## config.mk

```make
export PLATFORM = sky130hd
export DESIGN_NAME = hit_resolver_flat
export DESIGN_NICKNAME = d
export VERILOG_FILES = /design/src/rtl/hit_resolver_if.sv /design/src/rtl/hit_resolver.sv /design/src/flat_wrapper.sv
export SDC_FILE = /design/constraint.sdc
export NUM_CORES = 1
export LEC_CHECK = 0
export CAP_MARGIN = 10
export CORE_ASPECT_RATIO = 0.75
export CORE_MARGIN = 2
export CORE_UTILIZATION = 56
export DETAILED_ROUTE_END_ITERATION = 10
export PLACE_DENSITY = 0.92
export REMOVE_ABC_BUFFERS = 1
export SYNTH_ARGS = -nofsm -noshare
export SYNTH_HDL_FRONTEND = slang
export SYNTH_SLANG_ARGS = --single-unit
```

## constraint.sdc

```tcl
create_clock -name clk -period 4.2 [get_ports clk]
set_clock_uncertainty 0.1 [all_clocks]
set_input_delay 0.84 -clock clk [delete_from_list [all_inputs] [get_ports clk]]
set_output_delay 0.84 -clock clk [all_outputs]
set_load 0.05 [all_outputs]
```

## src/rtl/hit_resolver_if.sv

```systemverilog
// Bundle between the two character FSMs and the combat referee.
// The master side drives the frame strobe plus both players' state and x position.
// The slave side (hit_resolver) returns:
//   - stun requests with block flag and frame count,
//   - health values,
//   - round state and winner.
interface hit_resolver_if;
  logic       frame_en;
  logic [3:0] p1_state;
  logic [9:0] p1_pos_x;
  logic [3:0] p2_state;
  logic [9:0] p2_pos_x;
  logic       p1_stun_req;
  logic       p1_stun_blk;
  logic [4:0] p1_stun_frm;
  logic       p2_stun_req;
  logic       p2_stun_blk;
  logic [4:0] p2_stun_frm;
  logic [7:0] p1_health;
  logic [7:0] p2_health;
  logic [1:0] round_state;
  logic [1:0] winner;

  modport master (
    output frame_en, p1_state, p1_pos_x, p2_state, p2_pos_x,
    input  p1_stun_req, p1_stun_blk, p1_stun_frm,
    input  p2_stun_req, p2_stun_blk, p2_stun_frm,
    input  p1_health, p2_health, round_state, winner
  );

  modport slave (
    input  frame_en, p1_state, p1_pos_x, p2_state, p2_pos_x,
    output p1_stun_req, p1_stun_blk, p1_stun_frm,
    output p2_stun_req, p2_stun_blk, p2_stun_frm,
    output p1_health, p2_health, round_state, winner
  );
endinterface

```

## src/rtl/hit_resolver.sv

```systemverilog
// Combat referee. On each frame_en strobe it checks each attacker's active hitbox against
// the opponent's hurtbox, then decides hit or block. It applies damage, pulses one-cycle
// stun requests, and runs the FIGHT -> KO -> OVER round sequence.
// Ports:
//   clk - clock
//   rst - asynchronous, active-high reset
//   bus - hit_resolver_if.slave:
//         inputs:  frame strobe, player states and positions
//         outputs: stun requests, health, round state and winner
module hit_resolver #(
  parameter logic [7:0] HpMax     = 8'd100,
  parameter logic [7:0] BasicDmg  = 8'd10,
  parameter logic [7:0] DirDmg    = 8'd15,
  parameter logic [4:0] BasicHitF = 5'd19,
  parameter logic [4:0] BasicBlkF = 5'd15,
  parameter logic [4:0] DirHitF   = 5'd20,
  parameter logic [4:0] DirBlkF   = 5'd16,
  parameter logic [5:0] KoHold    = 6'd60
) (
  input logic          clk,
  input logic          rst,
  hit_resolver_if.slave bus
);

  localparam logic [3:0] StateBwd   = 4'd2;
  localparam logic [3:0] StateBasic = 4'd4;
  localparam logic [3:0] StateDir   = 4'd7;

  typedef enum logic [1:0] {StFight = 2'd0, StKo = 2'd1, StOver = 2'd2} round_e;

  round_e     state_q, state_d;
  logic [5:0] ko_cnt_q, ko_cnt_d;
  logic [1:0] winner_q, winner_d;
  logic [7:0] p1_hp_q, p1_hp_d, p2_hp_q, p2_hp_d;
  logic       p1_lat_q, p1_lat_d, p2_lat_q, p2_lat_d;
  logic       p1_req_q, p1_req_d, p2_req_q, p2_req_d;
  logic       p1_blk_q, p1_blk_d, p2_blk_q, p2_blk_d;
  logic [4:0] p1_frm_q, p1_frm_d, p2_frm_q, p2_frm_d;

  logic [10:0] p1_x, p2_x;
  logic        p1_act, p2_act, p1_ovl, p2_ovl, p1_conn, p2_conn;
  logic        p1_def_blk, p2_def_blk;
  logic [7:0]  p1_dmg, p2_dmg;

  // Zero-extended to 11 bits so hitbox offsets near x = 1023 cannot wrap into a false overlap.
  assign p1_x   = {1'b0, bus.p1_pos_x};
  assign p2_x   = {1'b0, bus.p2_pos_x};
  assign p1_act = (bus.p1_state == StateBasic) || (bus.p1_state == StateDir);
  assign p2_act = (bus.p2_state == StateBasic) || (bus.p2_state == StateDir);
  // P1 hitbox [x+45, x+58) against P2 hurtbox [x+20, x+44); P2 hitbox is mirrored to [x+6, x+19).
  assign p1_ovl = (p1_x + 11'd45 < p2_x + 11'd44) && (p2_x + 11'd20 < p1_x + 11'd58);
  assign p2_ovl = (p2_x + 11'd6 < p1_x + 11'd44) && (p1_x + 11'd20 < p2_x + 11'd19);

  assign p1_conn = bus.frame_en && (state_q == StFight) && p1_act && p1_ovl && !p1_lat_q;
  assign p2_conn = bus.frame_en && (state_q == StFight) && p2_act && p2_ovl && !p2_lat_q;

  // Defender blocks by holding backward on the evaluated frame.
  assign p1_def_blk = (bus.p1_state == StateBwd);
  assign p2_def_blk = (bus.p2_state == StateBwd);
  // Damage taken by each player depends on the opponent's attack type.
  assign p1_dmg = (bus.p2_state == StateDir) ? DirDmg : BasicDmg;
  assign p2_dmg = (bus.p1_state == StateDir) ? DirDmg : BasicDmg;

  always_comb begin
    state_d  = state_q;
    ko_cnt_d = ko_cnt_q;
    winner_d = winner_q;
    p1_hp_d  = p1_hp_q;
    p2_hp_d  = p2_hp_q;
    p1_lat_d = p1_lat_q;
    p2_lat_d = p2_lat_q;
    p1_req_d = 1'b0;
    p2_req_d = 1'b0;
    p1_blk_d = p1_blk_q;
    p2_blk_d = p2_blk_q;
    p1_frm_d = p1_frm_q;
    p2_frm_d = p2_frm_q;

    // Latch re-arms only once the attacker has left its active state: one connect per attack.
    if (bus.frame_en && (state_q != StOver)) begin
      if (!p1_act) p1_lat_d = 1'b0;
      else if (p1_conn) p1_lat_d = 1'b1;
      if (!p2_act) p2_lat_d = 1'b0;
      else if (p2_conn) p2_lat_d = 1'b1;
    end

    // P2's attack lands on P1.
    if (p2_conn) begin
      p1_req_d = 1'b1;
      p1_blk_d = p1_def_blk;
      if (bus.p2_state == StateDir) p1_frm_d = p1_def_blk ? DirBlkF : DirHitF;
      else                          p1_frm_d = p1_def_blk ? BasicBlkF : BasicHitF;
      if (!p1_def_blk) p1_hp_d = (p1_hp_q > p1_dmg) ? p1_hp_q - p1_dmg : 8'd0;
    end

    // P1's attack lands on P2.
    if (p1_conn) begin
      p2_req_d = 1'b1;
      p2_blk_d = p2_def_blk;
      if (bus.p1_state == StateDir) p2_frm_d = p2_def_blk ? DirBlkF : DirHitF;
      else                          p2_frm_d = p2_def_blk ? BasicBlkF : BasicHitF;
      if (!p2_def_blk) p2_hp_d = (p2_hp_q > p2_dmg) ? p2_hp_q - p2_dmg : 8'd0;
    end

    case (state_q)
      StFight: begin
        if ((p1_hp_d == 8'd0) || (p2_hp_d == 8'd0)) begin
          state_d  = StKo;
          ko_cnt_d = 6'd0;
          if ((p1_hp_d == 8'd0) && (p2_hp_d == 8'd0)) winner_d = 2'd3;
          else if (p2_hp_d == 8'd0)                    winner_d = 2'd1;
          else                                         winner_d = 2'd2;
        end
      end
      StKo: begin
        if (bus.frame_en) begin
          if (ko_cnt_q == KoHold - 6'd1) state_d = StOver;
          else                           ko_cnt_d = ko_cnt_q + 6'd1;
        end
      end
      StOver: ;
      default: state_d = StFight;
    endcase
  end

  always_ff @(posedge clk or posedge rst) begin
    if (rst) begin
      state_q  <= StFight;
      ko_cnt_q <= 6'd0;
      winner_q <= 2'd0;
      p1_hp_q  <= HpMax;
      p2_hp_q  <= HpMax;
      p1_lat_q <= 1'b0;
      p2_lat_q <= 1'b0;
      p1_req_q <= 1'b0;
      p2_req_q <= 1'b0;
      p1_blk_q <= 1'b0;
      p2_blk_q <= 1'b0;
      p1_frm_q <= 5'd0;
      p2_frm_q <= 5'd0;
    end else begin
      state_q  <= state_d;
      ko_cnt_q <= ko_cnt_d;
      winner_q <= winner_d;
      p1_hp_q  <= p1_hp_d;
      p2_hp_q  <= p2_hp_d;
      p1_lat_q <= p1_lat_d;
      p2_lat_q <= p2_lat_d;
      p1_req_q <= p1_req_d;
      p2_req_q <= p2_req_d;
      p1_blk_q <= p1_blk_d;
      p2_blk_q <= p2_blk_d;
      p1_frm_q <= p1_frm_d;
      p2_frm_q <= p2_frm_d;
    end
  end

  assign bus.p1_stun_req = p1_req_q;
  assign bus.p1_stun_blk = p1_blk_q;
  assign bus.p1_stun_frm = p1_frm_q;
  assign bus.p2_stun_req = p2_req_q;
  assign bus.p2_stun_blk = p2_blk_q;
  assign bus.p2_stun_frm = p2_frm_q;
  assign bus.p1_health   = p1_hp_q;
  assign bus.p2_health   = p2_hp_q;
  assign bus.round_state = state_q;
  assign bus.winner      = winner_q;

endmodule
```

## src/flat_wrapper.sv

```systemverilog
// flat-port wrapper written by rule: the top's interface ports become plain ports
module hit_resolver_flat 
#(
  parameter logic [7:0] HpMax     = 8'd100,
  parameter logic [7:0] BasicDmg  = 8'd10,
  parameter logic [7:0] DirDmg    = 8'd15,
  parameter logic [4:0] BasicHitF = 5'd19,
  parameter logic [4:0] BasicBlkF = 5'd15,
  parameter logic [4:0] DirHitF   = 5'd20,
  parameter logic [4:0] DirBlkF   = 5'd16,
  parameter logic [5:0] KoHold    = 6'd60
)
  (clk, rst, bus_frame_en, bus_p1_state, bus_p1_pos_x, bus_p2_state, bus_p2_pos_x, bus_p1_stun_req, bus_p1_stun_blk, bus_p1_stun_frm, bus_p2_stun_req, bus_p2_stun_blk, bus_p2_stun_frm, bus_p1_health, bus_p2_health, bus_round_state, bus_winner);
  hit_resolver_if bus_i ();
  input logic clk;
  input logic rst;
  input wire logic [$bits(bus_i.frame_en)-1:0] bus_frame_en;
  input wire logic [$bits(bus_i.p1_state)-1:0] bus_p1_state;
  input wire logic [$bits(bus_i.p1_pos_x)-1:0] bus_p1_pos_x;
  input wire logic [$bits(bus_i.p2_state)-1:0] bus_p2_state;
  input wire logic [$bits(bus_i.p2_pos_x)-1:0] bus_p2_pos_x;
  output wire logic [$bits(bus_i.p1_stun_req)-1:0] bus_p1_stun_req;
  output wire logic [$bits(bus_i.p1_stun_blk)-1:0] bus_p1_stun_blk;
  output wire logic [$bits(bus_i.p1_stun_frm)-1:0] bus_p1_stun_frm;
  output wire logic [$bits(bus_i.p2_stun_req)-1:0] bus_p2_stun_req;
  output wire logic [$bits(bus_i.p2_stun_blk)-1:0] bus_p2_stun_blk;
  output wire logic [$bits(bus_i.p2_stun_frm)-1:0] bus_p2_stun_frm;
  output wire logic [$bits(bus_i.p1_health)-1:0] bus_p1_health;
  output wire logic [$bits(bus_i.p2_health)-1:0] bus_p2_health;
  output wire logic [$bits(bus_i.round_state)-1:0] bus_round_state;
  output wire logic [$bits(bus_i.winner)-1:0] bus_winner;
  assign bus_i.frame_en = bus_frame_en;
  assign bus_i.p1_state = bus_p1_state;
  assign bus_i.p1_pos_x = bus_p1_pos_x;
  assign bus_i.p2_state = bus_p2_state;
  assign bus_i.p2_pos_x = bus_p2_pos_x;
  assign bus_p1_stun_req = bus_i.p1_stun_req;
  assign bus_p1_stun_blk = bus_i.p1_stun_blk;
  assign bus_p1_stun_frm = bus_i.p1_stun_frm;
  assign bus_p2_stun_req = bus_i.p2_stun_req;
  assign bus_p2_stun_blk = bus_i.p2_stun_blk;
  assign bus_p2_stun_frm = bus_i.p2_stun_frm;
  assign bus_p1_health = bus_i.p1_health;
  assign bus_p2_health = bus_i.p2_health;
  assign bus_round_state = bus_i.round_state;
  assign bus_winner = bus_i.winner;
  hit_resolver #(.HpMax(HpMax), .BasicDmg(BasicDmg), .DirDmg(DirDmg), .BasicHitF(BasicHitF), .BasicBlkF(BasicBlkF), .DirHitF(DirHitF), .DirBlkF(DirBlkF), .KoHold(KoHold)) u_core (.clk(clk), .rst(rst), .bus(bus_i));
endmodule
```

==> results of run 1 <==
## cell families after synthesis
| kind of cell | Yosys count | share of synthesized area |
|---|---|---|
| compound gates | 110 | 0.1730 |
| simple gates | 178 | 0.2178 |
| xor+xnor | 58 | 0.1198 |
| mux | 7 | 0.01712 |
| buf+inv | 48 | 0.04545 |
| flops | 40 | 0.2379 |
| fa+ha+maj | 64 | 0.1889 |
## repair_timing
item                       CTS
setup endpoints to repair   13
setup buffers               29
resized for setup          131
pin swaps                   41
hold endpoints to repair     0
cloned                       1
## routing by layer
metal  overflow  GRT usage
met4          7     0.6297
met2         13     0.9078
met3          0     0.4770
met5          0    0.06494
met1          0     0.7480
## through the flow
step | hold WS (ns) | setup WS (ns)
after CTS | 0.3878 | -0.03523
after detailed placement | 0.3646 | -1.055
after global placement | 0.3547 | -0.7370
after floorplan | 0.3829 | -0.2606
==> impl_metrics.yaml, run 1 <==
run_status:
  status: "did not finish"
  stop_stage: "global routing (5_1_grt)"
  error: "[ERROR GRT-0232] Routing congestion too high. Check the congestion heatmap in the GUI."
yosys:
  synthArstFlopShare: 1.000
  yosysTopAreaCell: "dfrtp_1"
  synth_top_area_frac: 0.2007
  yosys.cell_count.top_type: "nand2_1"
  synth_warnings: 0
  syn-cell-area_mm2: 0.004239
  ys.flop_type: "dfrtp_1"
  synth_cell_types: 66
  synth_cells: 505
  synth-edff-count: 0
  ys_ff_latch: 40
  synth_common_cells: "nand2_1, ha_1, dfrtp_1, o21ai_0, nor2_1"
  syn_area_per_cell_um2: 8.394
  seq_area_frac_synth: 0.2379
  ys_top_cells_by_area: "dfrtp_1, ha_1, xnor2_1"
global_route:
  grt_start_max_net_pins: 41
  grt-ovfl-total: 20
  grt_usage: 0.6983
sta:
  worstEndpointGrtRepair: "u_core.ko_cnt_q[3]$_DFFE_PP0P_/D"
  worst_endpoint_kind: "register data pin"
place:
  io_buffer_count: 64
  hpwl_um: 11880
  placed_area_mm2: 0.005669
  dp_cells: 748
  gp_congestion: 1.016
clocking:
  root_buffer: "clkbuf_8"
  ctsHoldBuffers: 0
  numCtsBuffers: 5
  clkSinkCount: 40
  clockBufferDepth: 2
  h-tree-depth: 2
floorplan:
  fp-row-count: 27
  initial_core_util: 0.5783
  ioPinCount: 65
  die_w_um: 104.5
  die_h_um: 79.35
==> run 2: changes to the inputs <==
- CORE_ASPECT_RATIO: 0.75 -> not set
- CORE_UTILIZATION: 56 -> 40
- PLACE_DENSITY: 0.92 -> not set
- PLACE_DENSITY_LB_ADDON: not set -> 0.15
==> run 2 against run 1 <==
The flow now finishes, with violations (setup timing). Area after synthesis is the same. Synthesized cell count is the same.
==> impl_metrics.yaml, run 2 <==
run_status:
  status: "complete, but fails checks"
  violations: "setup timing"
yosys:
  syn_area_per_cell_um2: 8.394
  synth_common_cells: "nand2_1, ha_1, dfrtp_1, o21ai_0, nor2_1"
  ys_ff_latch: 40
  synth_cells: 505
  synthArstFlopShare: 1.000
  synth_top_area_frac: 0.2007
  ys.flop_type: "dfrtp_1"
  yosys.cell_count.top_type: "nand2_1"
  synth_cell_types: 66
  ys_top_cells_by_area: "dfrtp_1, ha_1, xnor2_1"
  yosysTopAreaCell: "dfrtp_1"
  seq_area_frac_synth: 0.2379
  syn-cell-area_mm2: 0.004239
  synth_warnings: 0
  synth-edff-count: 0
job:
  max_cap_viol_count: 0
sta:
  tightest_slew_ns: 0.5811
  rsz0062_at_grt: "yes"
  finalHoldViolCount: 0
  fmax_mhz: 237.3
  setup_viol: 1
  maxSlewViolCount: 0
  finalCritPeriodShare: 1.003
  maxSlewHeadroom: 0.6096
  layout_setup_ws_ns: -0.01341
  min_period_ns: 4.213
place:
  io_buffer_count: 64
  hpwl_um: 9903
  gp_congestion: 0.8798
clocking:
  clkTransAtPathRegs_ns: 0.08
  clk_latency_ns: 0.30
  numCtsBuffers: 5
  clkSinkCount: 40
  root_buffer: "clkbuf_8"
  h-tree-depth: 2
  clockBufferDepth: 2
  cts_tree: "built"
finish:
  nets: 794
  multi_input_area_mm2: 0.003550
  drive_gt1_frac: 0.3671
  post-route-util: 0.6465
  synthToLayoutAreaGrowth_pct: 57.44
  seq_area_mm2: 0.001008
  insertedDiodeCount: 0
  final_common_cell: "buf_4"
  final_cell_mix: "buf_4, nand2_1, ha_1"
  fill_cells: 865
setup_path:
  path_cells: "clkdlybuf4s15_1 -> buf_4 -> o21a_1 -> o2111ai_2 -> xor2_1 -> ha_1 -> nand2_1 -> o21a_1 -> o211ai_1 -> a2111o_1 -> buf_6 -> a211o_1 -> a22oi_2 -> nor4b_4 -> buf_4 -> nor2b_4 -> a32o_1"
  critPathLaunchType: "input pin"
  path_delay_family: "compound AO/OA/AOI/OAI gates"
  required_ns: 4.28
  worstSetupPathType: "in -> reg"
  endpoint_kind: "flop"
  slowest_delay_ns: 0.37
  crit_buf_inv: 4
  slowest_stage: "a2111o_1"
  arrival_ns: 4.30
  path_max_fanout: 8
route:
  wl_met3_um: 491
  drt-wirelength-per-cell_um: 15.64
  wl_met1_um: 5555
  ant_nets: 0
  wl_um: 13070
  drt_iter0_drc: 134
  drc: 0
  dr_total_vias: 4401
  wl_met2_um: 6596
  vias_per_cell: 5.264
  top_layer_used: "met4"
  dr.pass1.iters: 5
global_route:
  grt_start_max_net_pins: 41
  grt-ovfl-total: 0
  antenna_found_initial: 0
  grt_pass1_wl_um: 21090
  grt_pass1_vias: 4492
  grt_usage: 0.2314
floorplan:
  fp-row-count: 37
  die_h_um: 106.9
  ioPinCount: 65
  coreArea_mm2: 0.01032
  initial_core_util: 0.4106
  die_w_um: 106.9
  die_area_mm2: 0.01144
pwr:
  finalPower_uw: 1177
  p_seq_frac: 0.333
  p_per_area_mw_per_mm2: 176.3
  switchingPower_uw: 409.1
  swShare: 0.3477
  internal-power_uw: 767.4
  peakVddDrop_mv: 0.1048
  comb_power_share: 0.430
  leakagePower_uw: 0.003002
  p_clk_frac: 0.237
hold_path:
  hp-class: "reg -> reg"
[run 2: cell counts after synthesis]
No cell type changed its count.
[run 2: power groups by stage]
| stage | combinational (uW) | clock (uW) | sequential, uW |
|---|---|---|---|
| 5_1_grt | 552 | 301 | 393 |
| 3_3_place_gp | 412 | 0 | 399 |
| 2_1_floorplan | 210 | 0 | 411 |
| 3_5_place_dp | 424 | 0 | 399 |
| 6_report | 506 | 279 | 392 |
| 4_1_cts | 460 | 286 | 392 |
[run 2: repair_timing]
action                     in CTS  in global routing
resized for setup             106                 63
setup endpoints to repair       9                  9
hold buffers                    0                  0
buffers inserted               17                  8
pin swaps                      38                 34
[run 2: stage by stage]
step	hold WS (ns)	setup WS [ns]	setup TNS [ns]	cell area, um2	cells
after floorplan	0.3829	-0.2606	-1.151	4154	485
after global placement	0.3485	-0.7455	-6.729	5858	804
after detailed placement	0.3593	-0.8982	-8.854	5858	804
after CTS	0.3782	0.002026	0	6381	828
after global routing	0.4094	-0.1612	-0.6052	6674	836
final	0.3693	-0.01341	-0.01341	6674	836
[run 2: layout make-up]
cell class              count  area share
clock buffers               7     0.01294
multi-input cells         417      0.5319
flip-flops and latches     40      0.1511
repair buffers            207      0.2600
clock inverters             1    0.001125
well taps                 136     0.02550
inverters                  28     0.01744
[run 2: kinds of logic after synthesis]
| family | count (synthesis) | share of synthesized area |
|---|---|---|
| adder cells (fa/ha/maj) | 64 | 0.1889 |
| AND/OR/NAND/NOR | 178 | 0.2178 |
| XOR/XNOR | 58 | 0.1198 |
| AO/OA/AOI/OAI | 110 | 0.1730 |
| multiplexers | 7 | 0.01712 |
| buffers and inverters | 48 | 0.04545 |
| flip-flops | 40 | 0.2379 |
[run 2: routing by layer]
metal	vias up	track usage
met5	-	0
li1	2179	-
met3	26	0.03100
met2	101	0.4217
met1	2095	0.2754
met4	0	0.08627
[run 2: worst register-to-register path: cells and delay by family, from the launching register on]
family	cells	cell delay [ns]
mux	1	0.36
fa+ha+maj	1	0.28
simple gates	5	0.98
compound gates	3	0.65
flops	1	0.58
[run 2: path summary, 6_finish.rpt]
check / slack, ns / depth (start not counted) / from / end
min in group asynchronous: 0.85 / 3 / rst / u_core.bus.p1_health[1]$_DFF_PP0_
setup / recovery: -0.01 / 17 / bus_p2_pos_x[3] / u_core.ko_cnt_q[4]$_DFFE_PP0P_
hold / removal: 0.37 / 2 / u_core.bus.p2_stun_frm[3]$_DFFE_PP0N_ / u_core.bus.p2_stun_frm[3]$_DFFE_PP0N_
max in group asynchronous: 2.76 / 3 / rst / u_core.bus.p2_health[5]$_DFF_PP1_
setup reg to reg: 1.13 / 10 / u_core.bus.p1_health[2]$_DFF_PP1_ / u_core.ko_cnt_q[4]$_DFFE_PP0P_
hold reg to reg: 0.37 / 2 / u_core.bus.p2_stun_frm[3]$_DFFE_PP0N_ / u_core.bus.p2_stun_frm[3]$_DFFE_PP0N_
Note: power is estimated with default switching activity, not from simulation.
==> run 3: changes to the inputs <==
- CAP_MARGIN: 10 -> 20
- SLEW_MARGIN: not set -> 20
==> results of run 3 <==
No change in the layout: final DEF, timing and power equal those of run 2.
